$ cat src/rtl/ifu_pkg.sv
// ============================================================================
// Module      : ifu_pkg
// Description : Shared types and default sizes for the IFU refill sequencer.
//               Provides the miss-controller state encoding and the default
//               geometry constants used by ifu_miss_ctrl and ifu_miss_queue.
// Revision    : 1.0 - initial release
// ============================================================================
`default_nettype none

package ifu_pkg;

  // Refill sequencer states
  typedef enum logic [1:0] {
    IDLE = 2'd0,
    REQ  = 2'd1,
    WAIT = 2'd2,
    FILL = 2'd3
  } t_miss_state;

  localparam int IFU_TAG_WIDTH        = 27;
  localparam int IFU_LINE_WIDTH       = 128;
  localparam int IFU_OFFSET_WIDTH     = 5;
  localparam int IFU_MISS_QUEUE_DEPTH = 4;
  localparam int IFU_TIMEOUT_CYCLES   = 64;
  localparam int IFU_MAX_RETRY        = 3;

endpackage

`default_nettype wire

$ cat src/rtl/ifu_miss_queue.sv
// ============================================================================
// Module      : ifu_miss_queue
// Description : Circular miss FIFO with a CAM-style tag search.
//   clk, rst_n      : clock, asynchronous active-low reset
//   push, push_tag  : enqueue a tag (caller guarantees space after flush)
//   pop             : retire the head entry
//   flush_all       : discard every entry
//   flush_keep_head : discard every entry except the head
//   match_tag       : tag to search for
//   match_any       : match_tag equals an entry that survives this cycle's flush
//   head_tag        : tag of the oldest entry
//   full, empty     : occupancy flags (current registered contents)
// Revision    : 1.0 - initial release
// ============================================================================
`default_nettype none

module ifu_miss_queue
  import ifu_pkg::*;
#(
  parameter int TAG_WIDTH   = IFU_TAG_WIDTH,
  parameter int QUEUE_DEPTH = IFU_MISS_QUEUE_DEPTH
) (
  input  logic                 clk,
  input  logic                 rst_n,
  input  logic                 push,
  input  logic [TAG_WIDTH-1:0] push_tag,
  input  logic                 pop,
  input  logic                 flush_all,
  input  logic                 flush_keep_head,
  input  logic [TAG_WIDTH-1:0] match_tag,
  output logic                 match_any,
  output logic [TAG_WIDTH-1:0] head_tag,
  output logic                 full,
  output logic                 empty
);

  localparam int PW = $clog2(QUEUE_DEPTH);
  localparam int CW = PW + 1;

  logic [TAG_WIDTH-1:0]   tag_q [QUEUE_DEPTH];
  logic [TAG_WIDTH-1:0]   tag_d [QUEUE_DEPTH];
  logic [QUEUE_DEPTH-1:0] valid_q, valid_d;
  logic [QUEUE_DEPTH-1:0] head_oh, surv, hit;
  logic [PW-1:0]          head_q, head_d, tail_q, tail_d;
  logic [CW-1:0]          count_q, count_d;

  assign head_tag  = tag_q[head_q];
  assign full      = (count_q == CW'(QUEUE_DEPTH));
  assign empty     = (count_q == '0);
  assign match_any = |hit;

  // Dedup only sees entries that survive a same-cycle flush.
  always_comb begin
    head_oh         = '0;
    head_oh[head_q] = 1'b1;
    if (flush_all)            surv = '0;
    else if (flush_keep_head) surv = valid_q & head_oh;
    else                      surv = valid_q;
    hit = '0;
    for (int i = 0; i < QUEUE_DEPTH; i++) begin
      hit[i] = surv[i] && (tag_q[i] == match_tag);
    end
  end

  // Order of effects: flush, then pop, then push.
  always_comb begin
    valid_d = valid_q;
    tag_d   = tag_q;
    head_d  = head_q;
    tail_d  = tail_q;
    count_d = count_q;
    if (flush_all) begin
      valid_d = '0;
      count_d = '0;
      tail_d  = head_q;
    end else if (flush_keep_head) begin
      valid_d = valid_q & head_oh;
      count_d = empty ? '0 : CW'(1);
      tail_d  = empty ? head_q : head_q + PW'(1);
    end
    if (pop && (count_d != '0)) begin
      valid_d[head_q] = 1'b0;
      head_d          = head_q + PW'(1);
      count_d         = count_d - CW'(1);
    end
    if (push) begin
      valid_d[tail_d] = 1'b1;
      tag_d[tail_d]   = push_tag;
      tail_d          = tail_d + PW'(1);
      count_d         = count_d + CW'(1);
    end
  end

  always_ff @(posedge clk or negedge rst_n) begin
    if (!rst_n) begin
      valid_q <= '0;
      head_q  <= '0;
      tail_q  <= '0;
      count_q <= '0;
      for (int i = 0; i < QUEUE_DEPTH; i++) tag_q[i] <= '0;
    end else begin
      valid_q <= valid_d;
      head_q  <= head_d;
      tail_q  <= tail_d;
      count_q <= count_d;
      tag_q   <= tag_d;
    end
  end

endmodule

`default_nettype wire

$ cat src/rtl/ifu_miss_ctrl.sv
// ============================================================================
// Module      : ifu_miss_ctrl
// Description : Refill sequencer between the instruction cache and memory.
//   Clock, Rst                       : clock, asynchronous active-low reset
//   miss_tagIn/ValidIn               : miss tags from the cache (deduplicated)
//   flushIn                          : fetch redirect, drops unissued misses
//   fill_tagOut/lineOut/validOut     : one-cycle fill back to the cache
//   mem_reqAddrOut/ValidOut/ReadyIn  : line read request handshake
//   mem_rspLineIn/ValidIn            : read data return
//   busyOut, queueFullOut            : status
//   missDropOut                      : pulse, miss lost to a full queue
//   errorOut                         : sticky, a request exhausted its retries
// Revision    : 1.0 - initial release
// ============================================================================
`default_nettype none

module ifu_miss_ctrl
  import ifu_pkg::*;
#(
  parameter int TAG_WIDTH      = IFU_TAG_WIDTH,
  parameter int LINE_WIDTH     = IFU_LINE_WIDTH,
  parameter int OFFSET_WIDTH   = IFU_OFFSET_WIDTH,
  parameter int QUEUE_DEPTH    = IFU_MISS_QUEUE_DEPTH,
  parameter int TIMEOUT_CYCLES = IFU_TIMEOUT_CYCLES,
  parameter int MAX_RETRY      = IFU_MAX_RETRY
) (
  input  logic                              Clock,
  input  logic                              Rst,
  input  logic [TAG_WIDTH-1:0]              miss_tagIn,
  input  logic                              miss_tagValidIn,
  input  logic                              flushIn,
  output logic [TAG_WIDTH-1:0]              fill_tagOut,
  output logic [LINE_WIDTH-1:0]             fill_lineOut,
  output logic                              fill_validOut,
  output logic [TAG_WIDTH+OFFSET_WIDTH-1:0] mem_reqAddrOut,
  output logic                              mem_reqValidOut,
  input  logic                              mem_reqReadyIn,
  input  logic [LINE_WIDTH-1:0]             mem_rspLineIn,
  input  logic                              mem_rspValidIn,
  output logic                              busyOut,
  output logic                              queueFullOut,
  output logic                              missDropOut,
  output logic                              errorOut
);

  localparam int TW = (TIMEOUT_CYCLES > 1) ? $clog2(TIMEOUT_CYCLES) : 1;
  localparam int RW = (MAX_RETRY > 0) ? $clog2(MAX_RETRY + 1) : 1;

  t_miss_state           state_q, state_d;
  logic [TW-1:0]         timer_q, timer_d;
  logic [RW-1:0]         retry_q, retry_d;
  logic                  error_q, error_d;
  logic                  req_valid_q, req_valid_d;
  logic                  fill_valid_q, fill_valid_d;
  logic                  drop_q, drop_d;
  logic [TAG_WIDTH-1:0]  fill_tag_q, fill_tag_d;
  logic [LINE_WIDTH-1:0] fill_line_q, fill_line_d;

  logic                  q_push, q_pop, q_flush_all, q_flush_keep;
  logic                  q_match, q_full, q_empty;
  logic [TAG_WIDTH-1:0]  q_head;

  ifu_miss_queue #(
    .TAG_WIDTH   (TAG_WIDTH),
    .QUEUE_DEPTH (QUEUE_DEPTH)
  ) u_queue (
    .clk             (Clock),
    .rst_n           (Rst),
    .push            (q_push),
    .push_tag        (miss_tagIn),
    .pop             (q_pop),
    .flush_all       (q_flush_all),
    .flush_keep_head (q_flush_keep),
    .match_tag       (miss_tagIn),
    .match_any       (q_match),
    .head_tag        (q_head),
    .full            (q_full),
    .empty           (q_empty)
  );

  always_comb begin
    q_flush_all  = flushIn && (state_q == IDLE);
    q_flush_keep = flushIn && (state_q != IDLE);
    // Fullness is judged before any same-cycle pop; a flush always frees room.
    q_push       = miss_tagValidIn && !q_match && !(q_full && !flushIn);
    drop_d       = miss_tagValidIn && !q_match && q_full && !flushIn;

    state_d     = state_q;
    timer_d     = timer_q;
    retry_d     = retry_q;
    error_d     = error_q;
    fill_tag_d  = fill_tag_q;
    fill_line_d = fill_line_q;
    q_pop       = 1'b0;

    case (state_q)
      IDLE: begin
        // Entries being flushed this cycle must not be requested.
        if (!q_empty && !flushIn) state_d = REQ;
      end
      REQ: begin
        if (mem_reqReadyIn) begin
          state_d = WAIT;
          timer_d = '0;
        end
      end
      WAIT: begin
        timer_d = timer_q + TW'(1);
        if (mem_rspValidIn) begin
          state_d     = FILL;
          fill_tag_d  = q_head;
          fill_line_d = mem_rspLineIn;
        end else if (timer_q == TW'(TIMEOUT_CYCLES - 1)) begin
          timer_d = '0;
          if (retry_q < RW'(MAX_RETRY)) begin
            retry_d = retry_q + RW'(1);
            state_d = REQ;
          end else begin
            error_d = 1'b1;
            q_pop   = 1'b1;
            retry_d = '0;
            state_d = IDLE;
          end
        end
      end
      FILL: begin
        q_pop   = 1'b1;
        retry_d = '0;
        state_d = IDLE;
      end
      default: state_d = IDLE;
    endcase

    req_valid_d  = (state_d == REQ);
    fill_valid_d = (state_d == FILL);
  end

  always_ff @(posedge Clock or negedge Rst) begin
    if (!Rst) begin
      state_q      <= IDLE;
      timer_q      <= '0;
      retry_q      <= '0;
      error_q      <= 1'b0;
      req_valid_q  <= 1'b0;
      fill_valid_q <= 1'b0;
      drop_q       <= 1'b0;
      fill_tag_q   <= '0;
      fill_line_q  <= '0;
    end else begin
      state_q      <= state_d;
      timer_q      <= timer_d;
      retry_q      <= retry_d;
      error_q      <= error_d;
      req_valid_q  <= req_valid_d;
      fill_valid_q <= fill_valid_d;
      drop_q       <= drop_d;
      fill_tag_q   <= fill_tag_d;
      fill_line_q  <= fill_line_d;
    end
  end

  // The head cannot change while in REQ, so the address holds until accepted.
  assign mem_reqAddrOut  = req_valid_q ? {q_head, {OFFSET_WIDTH{1'b0}}} : '0;
  assign mem_reqValidOut = req_valid_q;
  assign fill_validOut   = fill_valid_q;
  assign fill_tagOut     = fill_tag_q;
  assign fill_lineOut    = fill_line_q;
  assign missDropOut     = drop_q;
  assign errorOut        = error_q;
  assign queueFullOut    = q_full;
  assign busyOut         = !q_empty || (state_q != IDLE);

endmodule

`default_nettype wire

$ cat config.mk
export PLATFORM = sky130hd
export DESIGN_NAME = ifu_miss_ctrl
export DESIGN_NICKNAME = d
export VERILOG_FILES = /design/src/rtl/ifu_pkg.sv /design/src/rtl/ifu_miss_queue.sv /design/src/rtl/ifu_miss_ctrl.sv
export SDC_FILE = /design/constraint.sdc
export NUM_CORES = 1
export LEC_CHECK = 0
export CAP_MARGIN = 40
export CORE_MARGIN = 2
export CORE_UTILIZATION = 45
export CTS_CLUSTER_SIZE = 40
export DETAILED_ROUTE_END_ITERATION = 10
export PLACE_DENSITY = 0.74
export SYNTH_ARGS = -nofsm -noshare
export SYNTH_HDL_FRONTEND = slang
export SYNTH_SLANG_ARGS = --single-unit
$ cat constraint.sdc
create_clock -name Clock -period 3.5 [get_ports Clock]
set_input_delay 0.35 -clock Clock [delete_from_list [all_inputs] [get_ports Clock]]
set_output_delay 0.35 -clock Clock [all_outputs]
set_load 0.005 [all_outputs]
; After elaboration in Yosys (flattened, before gate mapping)
; Cells that the tools add are included.
[word_totals]
register_bits = 288
latchBits = 0
ram_bits = 0
romBits = 0
inputBits = 161
out_inout_bits = 193
wordCells = 127
mem_count = 0
[op_classes]
addsub = 6
multipliers = 0
div_mod_pow = 0
order_cmp = 8
eq_ne = 14
shift = 0
n_mux = 42
n_bitwise = 8
n_reduce_logical = 32
[ops]
columns = op, count
row1 = $bwmux W108, 1
row2 = $eq A27 B27 Y1, 4
row3 = $mux W27, 3
row4 = $bmux W27 S2, 1
row5 = $demux W27 S2, 1
row6 = $mux W32, 1
row7 = $mux W2, 11
row8 = $mux W6, 3
row9 = $logic_and A1 B1 Y1, 16
row10 = $mux W4, 4
row11 = $mux W3, 4
row12 = $pmux W6 S2, 1
row13 = $and A4 B4 Y4, 2
row14 = $pmux W2 S4, 1
row15 = $mux W1, 7
row16 = $add A2 B1 Y2 const B, 3
row17 = $add A6 B1 Y6 const B, 1
row18 = $eq A2 B2 Y1 const B, 3
row19 = $eq A6 B6 Y1 const B, 1
row20 = $ge A3 B3 Y1 const B, 2
row21 = $lt A2 B3 Y1 const B, 2
row22 = $ne A2 B2 Y1 const B, 3
row23 = $not A2 Y3, 2
row24 = $reduce_bool A2 Y1, 3
row25 = other kinds (22), 30

; Longest topological paths before layout
[depth]
word_depth = 13
mapped_depth = 12
depth_no_buf = 10

; Modules after synthesis
; Synthesis repeated with hierarchy kept, for this count alone.
[unflattened]
hier_cells = 930
hier_area_um2 = 13789.5
[modules_own_cells]
columns = module, n_inst, cells_per_inst, area_each_um2, seq_area_each_um2
row1 = ifu_miss_ctrl, 1, 437, 7150.6, 4229.1
row2 = ifu_miss_queue, 1, 493, 6638.9, 2977.9

; Worst setup path before layout
; OpenSTA, ideal clock, no wires.
[synth_path]
path_kind = flip-flop to flip-flop
start = register u_queue.head_q[1]
end = register u_queue.tag_q[10] (netlist bit)
setup_ns = 0.125
t_arrival_ns = 2.820
required_ns = 3.375
setup_slack_ns = 0.555
path_stages_with_launch = 13
n_path_buf = 3
synth_period_minus_slack_ns = 2.945
cell_sequence = dfrtp_1 -> clkbuf_1 -> clkbuf_1 -> inv_1 -> ha_1 -> o21ai_0 -> a21boi_0 -> nand4_1 -> o22ai_1 -> nor3_4 -> nand3_4 -> buf_12 -> mux2_4
[synth_between]
elab_chain_cells = 12
elab_cells_between_ends = 27
classes_between = add/sub: 1 / order compare: 4 / mux: 10 / bitwise: 2 / reduce/logical: 10
[synth_lines]
columns = element, line
row1 = "start, declared", ifu_miss_queue.sv:44  ; logic [PW-1:0] head_q, head_d, tail_q, tail_d;
row2 = "start signal, assigned", ifu_miss_queue.sv:97  ; head_q <= '0;
row3 = "start signal, assigned", ifu_miss_queue.sv:103  ; head_q <= head_d;
row4 = "parallel branches: the longest is 12 deep, another holds $ge A3 B3 Y1", --
row5 = "end signal, assigned", ifu_miss_queue.sv:106  ; tag_q <= tag_d;
row6 = "end, declared", ifu_miss_queue.sv:40  ; logic [TAG_WIDTH-1:0] tag_q [QUEUE_DEPTH];
; Several ways; the timed one is not identified.
; A chain may end at the register's enable or synchronous reset.

; Worst setup path after layout
[layout_path]
start = register u_queue.head_q[0]
end = output mem_reqAddrOut[31]
[layout_between]
elab_chain_cells = 5
[layout_lines]
columns = element, line
row1 = $not A2 Y3 (not written as such), ifu_miss_queue.sv:47  ; assign head_tag = tag_q[head_q];
row2 = $bmux W27 S2, ifu_miss_queue.sv:47
row3 = $mux W27 (not written as such) (2 in series), ifu_miss_queue.sv:47
row4 = $mux W32, ifu_miss_ctrl.sv:163  ; assign mem_reqAddrOut = req_valid_q ? {q_head, {OFFSET_WIDTH{1'b0}}} : '0;
row5 = "end, declared", ifu_miss_ctrl.sv:35  ; output logic [TAG_WIDTH+OFFSET_WIDTH-1:0] mem_reqAddrOut,
; Every way passes these cells. The select of a mux whose other input is x is not followed.

==> run summary <==
The run finished with clean final reports. For this run, the top clock speed supported by timing is 0.335 GHz. Yosys mapped a number of flops with a built-in enable equal to 0. The largest total area in the synthesized netlist belongs to sky130_fd_sc_hd__dfrtp_1. For this block, the routed nets add up to 39000 um of wire. The netlist uses 49 different library cells. The first global-routing pass estimated 58000 um of wire.

The largest net degree at the start of global routing was 105. Counting instances in the post-synthesis netlist gives the leading cell types as sky130_fd_sc_hd__dfrtp_1 (288), sky130_fd_sc_hd__mux2_2 (188), sky130_fd_sc_hd__xor2_1 (102). Summed over all cells, the static leakage comes to 8.25 nW. The tools report the max-slew headroom at the worst pin as 41.8%. Synthesis inferred 288 register bits. On the critical path, the stage with the largest delay is an instance of sky130_fd_sc_hd__mux4_2. The path class of the tightest hold or removal check is in2reg. The buffer and inverter count on the worst path is 2. Post-CTS clock slew at the launch and capture registers of the worst setup and hold paths: 0.06 ns. Traced cell by cell, the critical path runs through buf_4 > mux4_2 > and2_1 > clkdlybuf4s50_1. The hold buffer count at cts is 1. The worst setup path is launched from a flip-flop. On the critical path the largest part of the delay comes from buffers and inverters. Buffers added to address setup during post-CTS repair amount to 0. The logs give 9068 for the number of vias in the routed layout and 0 for the post-CTS resize count.

The run gives 0.510 ns as the post-layout worst setup margin. The category of the critical setup timing path is reg2out. The number of clock buffers added by TritonCTS is 34.

For the number of antenna violations at the first check in global routing, the log shows 11. The max capacitance violation total was 0; the async set or reset register ratio after synthesis was 100%. The run gives 9629 as the via count of the first global-routing pass. TritonCTS built the clock tree. Fill cells in the final layout number 2366. The count of cells in the finished layout, fillers not included, comes to 1744. The summed negative setup slack over all endpoints is 0 ns, and the transition time at the pin with the least slew margin is 0.873 ns.

For the number of primary I/O pins, the log shows 354. For this run, design rule violations remaining after detail routing come to 0. The starting density of the core was 45.5%; the top-area cell type share of the netlist area was 52.1%.

The tools report the number of hold violations in the final report as 0. The dominant synthesized flop cell was sky130_fd_sc_hd__dfrtp_1. The total number of yosys warnings was 0. The first TritonRoute pass finished after 4 iterations. The tree is rooted in a sky130_fd_sc_hd__clkbuf_16.

The core region is 30400 sq um. The tools report the global placer's final weighted congestion as 0.849. The post-detailed-route via-to-cell ratio was 5.20. From left edge to right edge, the die measures 179 um. The tools report the count of final max-slew check failures as 0. For the number of buffers on the longest clock path, the log shows 3. The largest fanout on the critical path works out to 18.

Setup repair after global routing left no endpoint under its margin. After technology mapping, the gate count stands at 945. For the total track usage, the log shows 24.0%. The H-tree generated during clock tree synthesis spans 2 levels.

Of the available clock period, the critical path in the final layout requires 85.4%. After synthesis, flip-flops and latches occupy 52.1% of the total area. The pre-CTS worst setup slack was 0.211 ns. Kind of capture point of the worst setup path: an output port. For the worst-skew pair, the clock arrives at the later sink with an insertion delay of 0.52 ns. Setup violations remaining at the end of the flow were counted as 0. Of the cells placed in the final design, the portion with a size suffix greater than 1 is 30.9%.

Minimum clock period after layout: 2.99 ns. The layout overhead on the synthesized area was 38.0%. The count of nets left with antenna violations once routing finished came out at 0. The tools report the maximum clock skew at final layout as 0.0250 ns.

The first-iteration detailed-routing DRC count came out at 404. The synthesized area per cell was 14.6 sq um. STA puts the critical path data arrival time at 2.64 ns.

The overall die area was 32200 sq um; the count of placed standard cells including taps was 1670. The detailed-route wire length per cell is 22.3 um, and the data required time at the worst endpoint is 3.15 ns. In this design, the stage delay of the slowest critical-path cell is 0.67 ns. The clock net in this run drives a total of 288 sinks. Port buffering added 348 buffers. The die is 179 um tall.

The worst IR drop on VDD is 0.000550 V. Power spread over the standard cell area amounts to 956 nW/um^2. The net count of the finished layout is 1485. Detailed placement finished with a half-perimeter wire length of 29300 um. Yosys instantiated no cell more often than sky130_fd_sc_hd__dfrtp_1. The post-synthesis instance area was 13800 sq um; the number of cell rows was 64.

The total overflow left after global routing is 0. After synthesis, the cell types taking the most area are sky130_fd_sc_hd__dfrtp_1 (52%), sky130_fd_sc_hd__mux2_2 (15%), sky130_fd_sc_hd__mux2_4 (8.2%), sky130_fd_sc_hd__xor2_1 (6.5%), sky130_fd_sc_hd__mux4_2 (4.4%).
==> metrics by stage <==
stage / power, mW / area, sq um / hold slack (ns) / util [%]
6_report: 18.3 / 19100 / 0.440 / 62.7
5_1_grt: 19.3 / 19100 / 0.428 / 62.7
4_1_cts: 18.4 / 19100 / 0.421 / 62.7
3_5_place_dp: 14.5 / 17800 / 0.481 / 58.6
3_3_place_gp: 14.3 / 17800 / 0.461 / 58.6
2_1_floorplan: 10.5 / 13800 / 0.0544 / -
==> state kept, by name, summed over array words and instances (netlist names) <==
| signal | flops |
|---|---|
| missDropOut | 1 |
| timer_q | 6 |
| state_q | 2 |
| errorOut | 1 |
| retry_q | 2 |
| fill_tagOut | 27 |
| fill_validOut | 1 |
| u_queue.count_q | 3 |
| fill_lineOut | 128 |
| u_queue.valid_q | 4 |
| mem_reqValidOut | 1 |
| u_queue.tag_q | 108 |
| u_queue.tail_q | 2 |
| u_queue.head_q | 2 |
==> cell type report <==
| class | count | area [sq um] | area share (%) |
|---|---|---|---|
| sequential | 288 | 7210 | 37.8 |
| clock inverter | 13 | 211 | 1.11 |
| timing repair buffer | 397 | 4050 | 21.2 |
| antenna | 11 | 27.5 | 0.144 |
| inverter | 7 | 26.3 | 0.138 |
| tap | 396 | 495 | 2.60 |
| multi-input combinational | 583 | 6070 | 31.8 |
| clock buffer | 49 | 1010 | 5.28 |
==> cells in the final DEF, fill, tap and decap left out, drive strengths merged, types with 6 or more instances in the layout <==
cell	instances
mux4	27
o21ai	13
nor3	7
and2	29
inv	9
nand3	9
mux2	264
xnor2	12
xor2	103
a21oi	6
ha	13
diode	11
clkbuf	49
clkdlybuf4s50	347
nor4	25
nand4	8
nand2	19
buf	49
dfrtp	288
nor2	7
==> per-layer routing <==
layer / up-vias / track usage (%) / routed length, um
met4: 2 / 8.43 / 939
li1: 4079 / - / -
met1: 4648 / 29.2 / 15300
met2: 280 / 41.4 / 19700
met5: - / 0 / 13
met3: 59 / 6.33 / 2970
==> path summary, 6_finish.rpt <==
check                                         startpoint  depth (start not counted)  slack [ns]                       endpoint
setup / recovery           u_queue.head_q[0]$_DFFE_PN0N_                          4        0.51             mem_reqAddrOut[31]
hold / removal                         mem_rspLineIn[88]                          2        0.44   fill_lineOut[88]$_DFFE_PN0P_
setup reg to reg                    state_q[0]$_DFF_PN0_                          8        0.60   u_queue.count_q[1]$_DFF_PN0_
hold reg to reg                     errorOut$_DFFE_PN0P_                          1        0.49           errorOut$_DFFE_PN0P_
max in group asynchronous                            Rst                          3        1.95    fill_lineOut[4]$_DFFE_PN0P_
min in group asynchronous                            Rst                          2        0.47  fill_lineOut[110]$_DFFE_PN0P_
==> worst register-to-register path: cells and delay by family (launching register included) <==
kind | cells | cell delay (ns)
AND/OR/NAND/NOR | 2 | 0.61
flip-flops | 1 | 0.63
adder cells (fa/ha/maj) | 3 | 0.65
AO/OA/AOI/OAI | 1 | 0.36
multiplexers | 2 | 0.54
==> kinds of logic (layout without fill, tap and decap cells) <==
logic type | count (synthesis) | in the layout | synth area share (%)
mux | 295 | 295 | 28.2
flops | 288 | 288 | 52.1
simple gates | 117 | 117 | 5.16
xor+xnor | 115 | 115 | 7.33
buf+inv | 78 | 466 | 4.15
compound gates | 38 | 38 | 1.83
fa+ha+maj | 13 | 13 | 1.18
other cells | 1 | 16 | 0.0271
==> power breakdown <==
group	leakage, nW	total [mW]	switching (mW)	internal [mW]
combinational	4.20	8.17	3.02	5.16
clock	0.599	3.81	1.43	2.38
sequential	3.45	6.27	1.26	5.01
total	8.25	18.3	5.71	12.5
Power figures use the tool's default switching activity.
